$ cat config.mk
export PLATFORM = sky130hd
export DESIGN_NAME = tick_prescaler
export DESIGN_NICKNAME = d
export VERILOG_FILES = /design/src/rtl/tick_prescaler.sv
export SDC_FILE = /design/constraint.sdc
export NUM_CORES = 1
export LEC_CHECK = 0
export BUFFER_PORTS_ARGS = -buffer_cell sky130_fd_sc_hd__buf_2
export CORE_MARGIN = 3
export CORE_UTILIZATION = 50
export DETAILED_ROUTE_END_ITERATION = 10
export PLACE_DENSITY = 0.8
export SLEW_MARGIN = 40
export SYNTH_ARGS = -nofsm -noshare
export SYNTH_HDL_FRONTEND = slang
export SYNTH_SLANG_ARGS = --single-unit
$ cat constraint.sdc
create_clock -name clk_i -period 1.95 [get_ports clk_i]
set_clock_uncertainty 0.1 [all_clocks]
set_input_delay 0.39 -clock clk_i [delete_from_list [all_inputs] [get_ports clk_i]]
set_output_delay 0.39 -clock clk_i [all_outputs]
set_load 0.03 [all_outputs]
$ cat src/rtl/tick_prescaler.sv
// tick_prescaler: programmable prescaler producing single-cycle enable pulses
// (tick_o) for a downstream count stage. Period is div_q+1 enabled cycles.
// Modes: continuous or one-shot, selected when a start request is accepted.
// Optional feature macro: TICK_PRESCALER_GATE_EN -- when defined, gate_i is
// synchronised through two flops and counting advances only while it is high.
module tick_prescaler #(
    parameter int WIDTH     = 8,
    parameter int DIV_RESET = 0
) (
    input  logic             clk_i,
    input  logic             rst_i,
    input  logic [WIDTH-1:0] div_i,
    input  logic             load_i,
    input  logic             start_i,
    input  logic             stop_i,
    input  logic             oneshot_i,
    input  logic             gate_i,
    output logic             tick_o,
    output logic             busy_o
);

    localparam logic [0:0] S_IDLE = 1'b0;
    localparam logic [0:0] S_RUN  = 1'b1;

    logic [0:0]       state_q, state_d;
    logic [WIDTH-1:0] div_q, div_d;
    logic [WIDTH-1:0] cnt_q, cnt_d;
    logic             mode_q, mode_d;
    logic             tick_q, tick_d;
    logic             cnt_en;

`ifdef TICK_PRESCALER_GATE_EN
    logic gate_meta_q;
    logic gate_sync_q;

    // Two-flop synchroniser bringing the external gate into the clk_i domain
    always_ff @(posedge clk_i) begin
        if (rst_i) begin
            gate_meta_q <= 1'b0;
            gate_sync_q <= 1'b0;
        end else begin
            gate_meta_q <= gate_i;
            gate_sync_q <= gate_meta_q;
        end
    end

    assign cnt_en = gate_sync_q;
`else
    // Gate input has no function in this build; keep it visibly consumed
    logic unused_gate;
    assign unused_gate = gate_i;
    assign cnt_en      = 1'b1;
`endif

    // Next-state logic; priority is load > stop > start > counting
    always_comb begin
        state_d = state_q;
        div_d   = div_q;
        cnt_d   = cnt_q;
        mode_d  = mode_q;
        tick_d  = 1'b0;

        if (load_i) begin
            // New divider restarts the period; run/idle state is kept
            div_d = div_i;
            cnt_d = '0;
        end else begin
            case (state_q)
                S_IDLE: begin
                    cnt_d = '0;
                    if (start_i && !stop_i) begin
                        state_d = S_RUN;
                        mode_d  = oneshot_i;
                    end
                end
                S_RUN: begin
                    if (stop_i) begin
                        // Stop suppresses any tick that would fire on this edge
                        state_d = S_IDLE;
                        cnt_d   = '0;
                    end else if (cnt_en) begin
                        if (cnt_q == div_q) begin
                            tick_d = 1'b1;
                            cnt_d  = '0;
                            if (mode_q) begin
                                state_d = S_IDLE;
                            end
                        end else begin
                            cnt_d = cnt_q + WIDTH'(1);
                        end
                    end
                end
                default: begin
                    state_d = S_IDLE;
                    cnt_d   = '0;
                end
            endcase
        end
    end

    // State, divider, counter and output registers
    always_ff @(posedge clk_i) begin
        if (rst_i) begin
            state_q <= S_IDLE;
            div_q   <= WIDTH'(DIV_RESET);
            cnt_q   <= '0;
            mode_q  <= 1'b0;
            tick_q  <= 1'b0;
        end else begin
            state_q <= state_d;
            div_q   <= div_d;
            cnt_q   <= cnt_d;
            mode_q  <= mode_d;
            tick_q  <= tick_d;
        end
    end

    assign tick_o = tick_q;
    assign busy_o = (state_q == S_RUN);

endmodule

* After elaboration in Yosys (flattened, before gate mapping)
Index checks and enable logic that the tools add are counted.
Storage, ports and cells: register bits 19, input bits 15, output and inout port bits 2, word-level logic and storage cells 23
Cells by class: add/subtract/negate cells 1, equality and inequality tests 1, multiplexer cells 9, bitwise operators 2, reduce and logical (&&, ||, !) cells 5
Operators with widths (count):
- $mux 8 | 2
- $pmux 8 s2 | 1
- $add 8x1->8 const B | 1
- $eq 8x8->1 | 1
- $mux 1 | 5
- $reduce_or 4->1 | 1
- $reduce_and 3->1 | 1
- $not 1->1 | 2
- $pmux 1 s2 | 1
- $reduce_or 2->1 | 1
- $logic_and 1x1->1 | 1
- $logic_not 1->1 | 1

* Longest topological paths before layout
depth after elaboration 4, depth in mapped cells 4, depth with buffers taken out 4

* Least setup slack after synthesis
Ideal clock, no wire load.
path type register to register, start point reg cnt_q[0], end point reg cnt_q[6], arrival 1264 ps, required time 1755 ps, setup slack 491 ps, cell stages (with the launch flop) 5, path buffers 0, cells stage by stage dfxtp_1 -> ha_1 -> nand3_1 -> or3_1 -> a221oi_1
On the way: cells in the longest elaborated chain, start to end 4, elaborated cells on any way between the ends 5, classes of those cells add/sub (1); eq/ne (1); mux (3)
RTL lines:
- start: declaration | line 27 | logic [WIDTH-1:0] cnt_q, cnt_d;
- start signal: assignment | line 112 | cnt_q <= cnt_d;
- $add 8x1->8 or $eq 8x8->1 (tied branches) | line 89, 82
- $mux 8 (*) | line 82 | if (cnt_q == div_q) begin
- $mux 8 (*) | line 77 | if (stop_i) begin
- $pmux 8 s2 (*) | line 68 | case (state_q)
Every way passes the cells marked *; elsewhere a longest branch is shown, timed or not. A chain may end at the register's enable or synchronous reset.

* Final worst setup path
start point reg cnt_q[4], end point reg state_q (netlist: busy_o)
On the way: cells in the longest elaborated chain, start to end 4
RTL lines:
- $eq 8x8->1 | line 82
- $mux 1 | line 82
- $mux 1 | line 77
- $pmux 1 s2 | line 68
- end signal: assignment | line 110 | state_q <= state_d;
- end: declaration | line 25 | logic [0:0] state_q, state_d;
No other way between the ends.

==> summary.txt <==
Run status
  • Status: complete, no violations

Synthesis
  • Synth cell count leaders: 19 x dfxtp_1, 11 x nor2_1, 10 x xor2_1
  • Yosys top cell by area: dfxtp_1
  • Syn Std Cell Area: 871 sq um
  • Gate Count Post-Synth: 84
  • Syn_nets: 100
  • Area contributors post-synth: dfxtp_1 44%, mux2i_1 10%, xor2_1 10%
  • Synth Area per Inst: 10.4 sq um
  • Sequential fraction of the synthesis area: 43.7%
  • Syn. warnings: 0
  • Async set-reset flop share out of synthesis: 0%
  • Most common cell in the synthesized netlist: dfxtp_1
  • Ys flop type: dfxtp_1
  • Post-synth cell types: 26
  • Number of synthesized register bits: 19
  • Number of synthesized flops with an enable pin: 0
  • Post-synth top area share: 43.7%

Cells and area
  • Area Growth Syn to Fin: 13.9%
  • ANT cells: 0
  • Share of cells above drive strength 1: 25.5%
  • # nets final: 119

Clocking
  • Num CTS Buffers: 3
  • Clk slew on worst S/H paths: 110 ps
  • Deepest clock path buffer count: 2
  • CTS tree: built
  • # Post-CTS Setup Buffers: 0
  • CTS H-Tree Depth: 1
  • Root buffer cell: clkbuf_4
  • Clock sink count: 19
  • Clk_lat worst skew: 300 ps
  • Resized cells post-CTS: 0
  • # hold bufs at CTS: 0

Setup path
  • Crit path launch type: flop
  • Crit path kind: reg2reg
  • Arrival time at the worst endpoint: 1680 ps
  • FF-to-FF path depth: 3
  • Crit-path max FO: 10
  • CP required: 1980 ps
  • Reg2Reg Setup Slack: 300 ps
  • Crit path capture type: flop

Global routing
  • GRT Util Overall: 18.5%
  • First-pass GRT wire length: 2940 um
  • Vias in the first global route: 710
  • Largest net degree at the start of global routing: 12
  • GRT Residual Overflow: 0
  • Initial antenna violation count: 0

STA
  • RSZ-0062 raised after global routing: no
  • Setup TNS: 0 ps
  • Fin crit share: 84.5%
  • Fmax: 607 MHz
  • Period minus WS final: 1650 ps
  • Final Hold Fails: 0
  • Slew @ Worst Pin: 615 ps
  • Final setup violation count: 0
  • Final slew viol count: 0
  • Slew margin rel.: 58.7%

Pwr
  • Power Dens Cells: 698 nW/um^2
  • Net Sw Frac: 25.8%
  • Clock power share: 28.3%
  • Overall Power: 693 uW
  • Combinational share of power: 12.8%
  • Switching Power: 179 uW
  • Leakage power: 0.000432 uW
  • Internal: 514 uW
  • Sequential power share: 58.9%
  • Peak VDD IR: 464 uV

Detailed routing
  • Post-detailed-route via-to-cell ratio: 5.77
  • Final ANT Viol Nets: 0
  • Wire length per cell: 14.2 um
  • Wirelength, routed: 1680 um
  • DR vias: 681
  • # DRC: 0
  • DRT Pass-1 Iters: 4
  • Initial DRC Count: 4

Floorplanning
  • Die Y: 47.7 um
  • Io pins: 17
  • Total core area: 1580 sq um
  • Rows: 14
  • Full die area: 2280 sq um
  • Die X: 47.7 um
  • Initial Utilization: 55.2%

Placed design
  • GP Congestion: 0.778
  • HPWL Detailed: 1240 um
  • IO Port Bufs: 15

Flow run
  • Max-capacitance violation count: 0

Hold path
  • Min-delay worst type: in2reg
  • Hold depth: 3
[path summary, 6_finish.rpt]
path,start,end
worst min register to register,mode_q,busy_o
worst max register to register,cnt_q[4],busy_o
worst min-delay path,div_i[7],div_q[7]
worst max-delay path,cnt_q[4],busy_o
[registers in the layout, indices dropped and copies added, names as in the netlist]
signal and flops:
tick_o 1, div_q 8, cnt_q 8, mode_q 1, busy_o 1
[cell type report]
class / count / area [sq um]
Clock buffer: 3 / 22.5
Clock inverter: 1 / 5.00
Fill cell: 135 / 584
Inverter: 2 / 7.51
Multi-Input combinational cell: 61 / 474
Sequential cell: 19 / 380
Tap cell: 16 / 20.0
Timing Repair Buffer: 16 / 82.6
[cells by family (layout without fill, tap and decap cells)]
group                      count (synthesis)  count (layout)  share of synthesized area, %
AOI/OAI and AO/OA                         13              13                          11.9
DFF                                       19              19                          43.7
muxes                                      9               9                          10.3
buffers and inverters                      4              22                          1.87
adders and majority gates                  1               1                          1.44
xor gates and xnor gates                  11              11                          11.1
and+or+nand+nor                           27              27                          19.7
[critical path, cell delays in order, from the launching register on]
cell and delay [ps]:
dfxtp_1 420, xor2_1 130, nor4_4 600, a41oi_1 230
[layout by cell type (no fill, tap or decap)]
cell,synthesis,routed
or3_1,1,1
mux2i_1,9,9
nor2b_1,1,1
clkinv_2,0,1
nor2_1,11,11
o21ai_0,2,2
nor4b_1,1,1
clkbuf_4,0,3
dfxtp_1,19,19
and2_1,1,1
or4_4,1,1
buf_2,1,15
xnor2_1,1,1
nand3_1,3,3
or3_2,1,1
ha_1,1,1
nor4_4,2,2
a211oi_1,5,5
buf_4,0,1
xor2_1,10,10
a221oi_1,2,2
nand2_1,3,3
and4_1,1,1
a221oi_2,1,1
nand2_2,1,1
o31ai_1,2,2
a41oi_1,1,1
inv_1,2,2
[per-layer routing]
metal  vias to the layer above  GRT usage, %  wire [um]
met2                        15          34.3        870
met1                       328          19.8        712
met5                         -             0          0
met4                         0          3.76          0
met3                         0          7.14         94
li1                        338             -          -
[stage by stage]
step	setup slack, ps	util [%]	area [sq um]	cells	hold WS, ps
floorplan	491	-	871	84	331
global placement	404	61.2	965	114	354
detailed placement	330	61.2	965	114	392
CTS	312	62.9	992	118	219
global route	138	62.9	992	118	234
finish	302	62.9	992	118	219
[power by group through the flow]
stage	combinational, uW	sequential [uW]	clock [uW]
finish	88.4	408	196
global placement	84.0	417	0
global route	97.6	410	225
CTS	88.9	408	205
detailed placement	88.2	417	0
floorplan	58.7	418	0
Power figures use the tool's default switching activity.
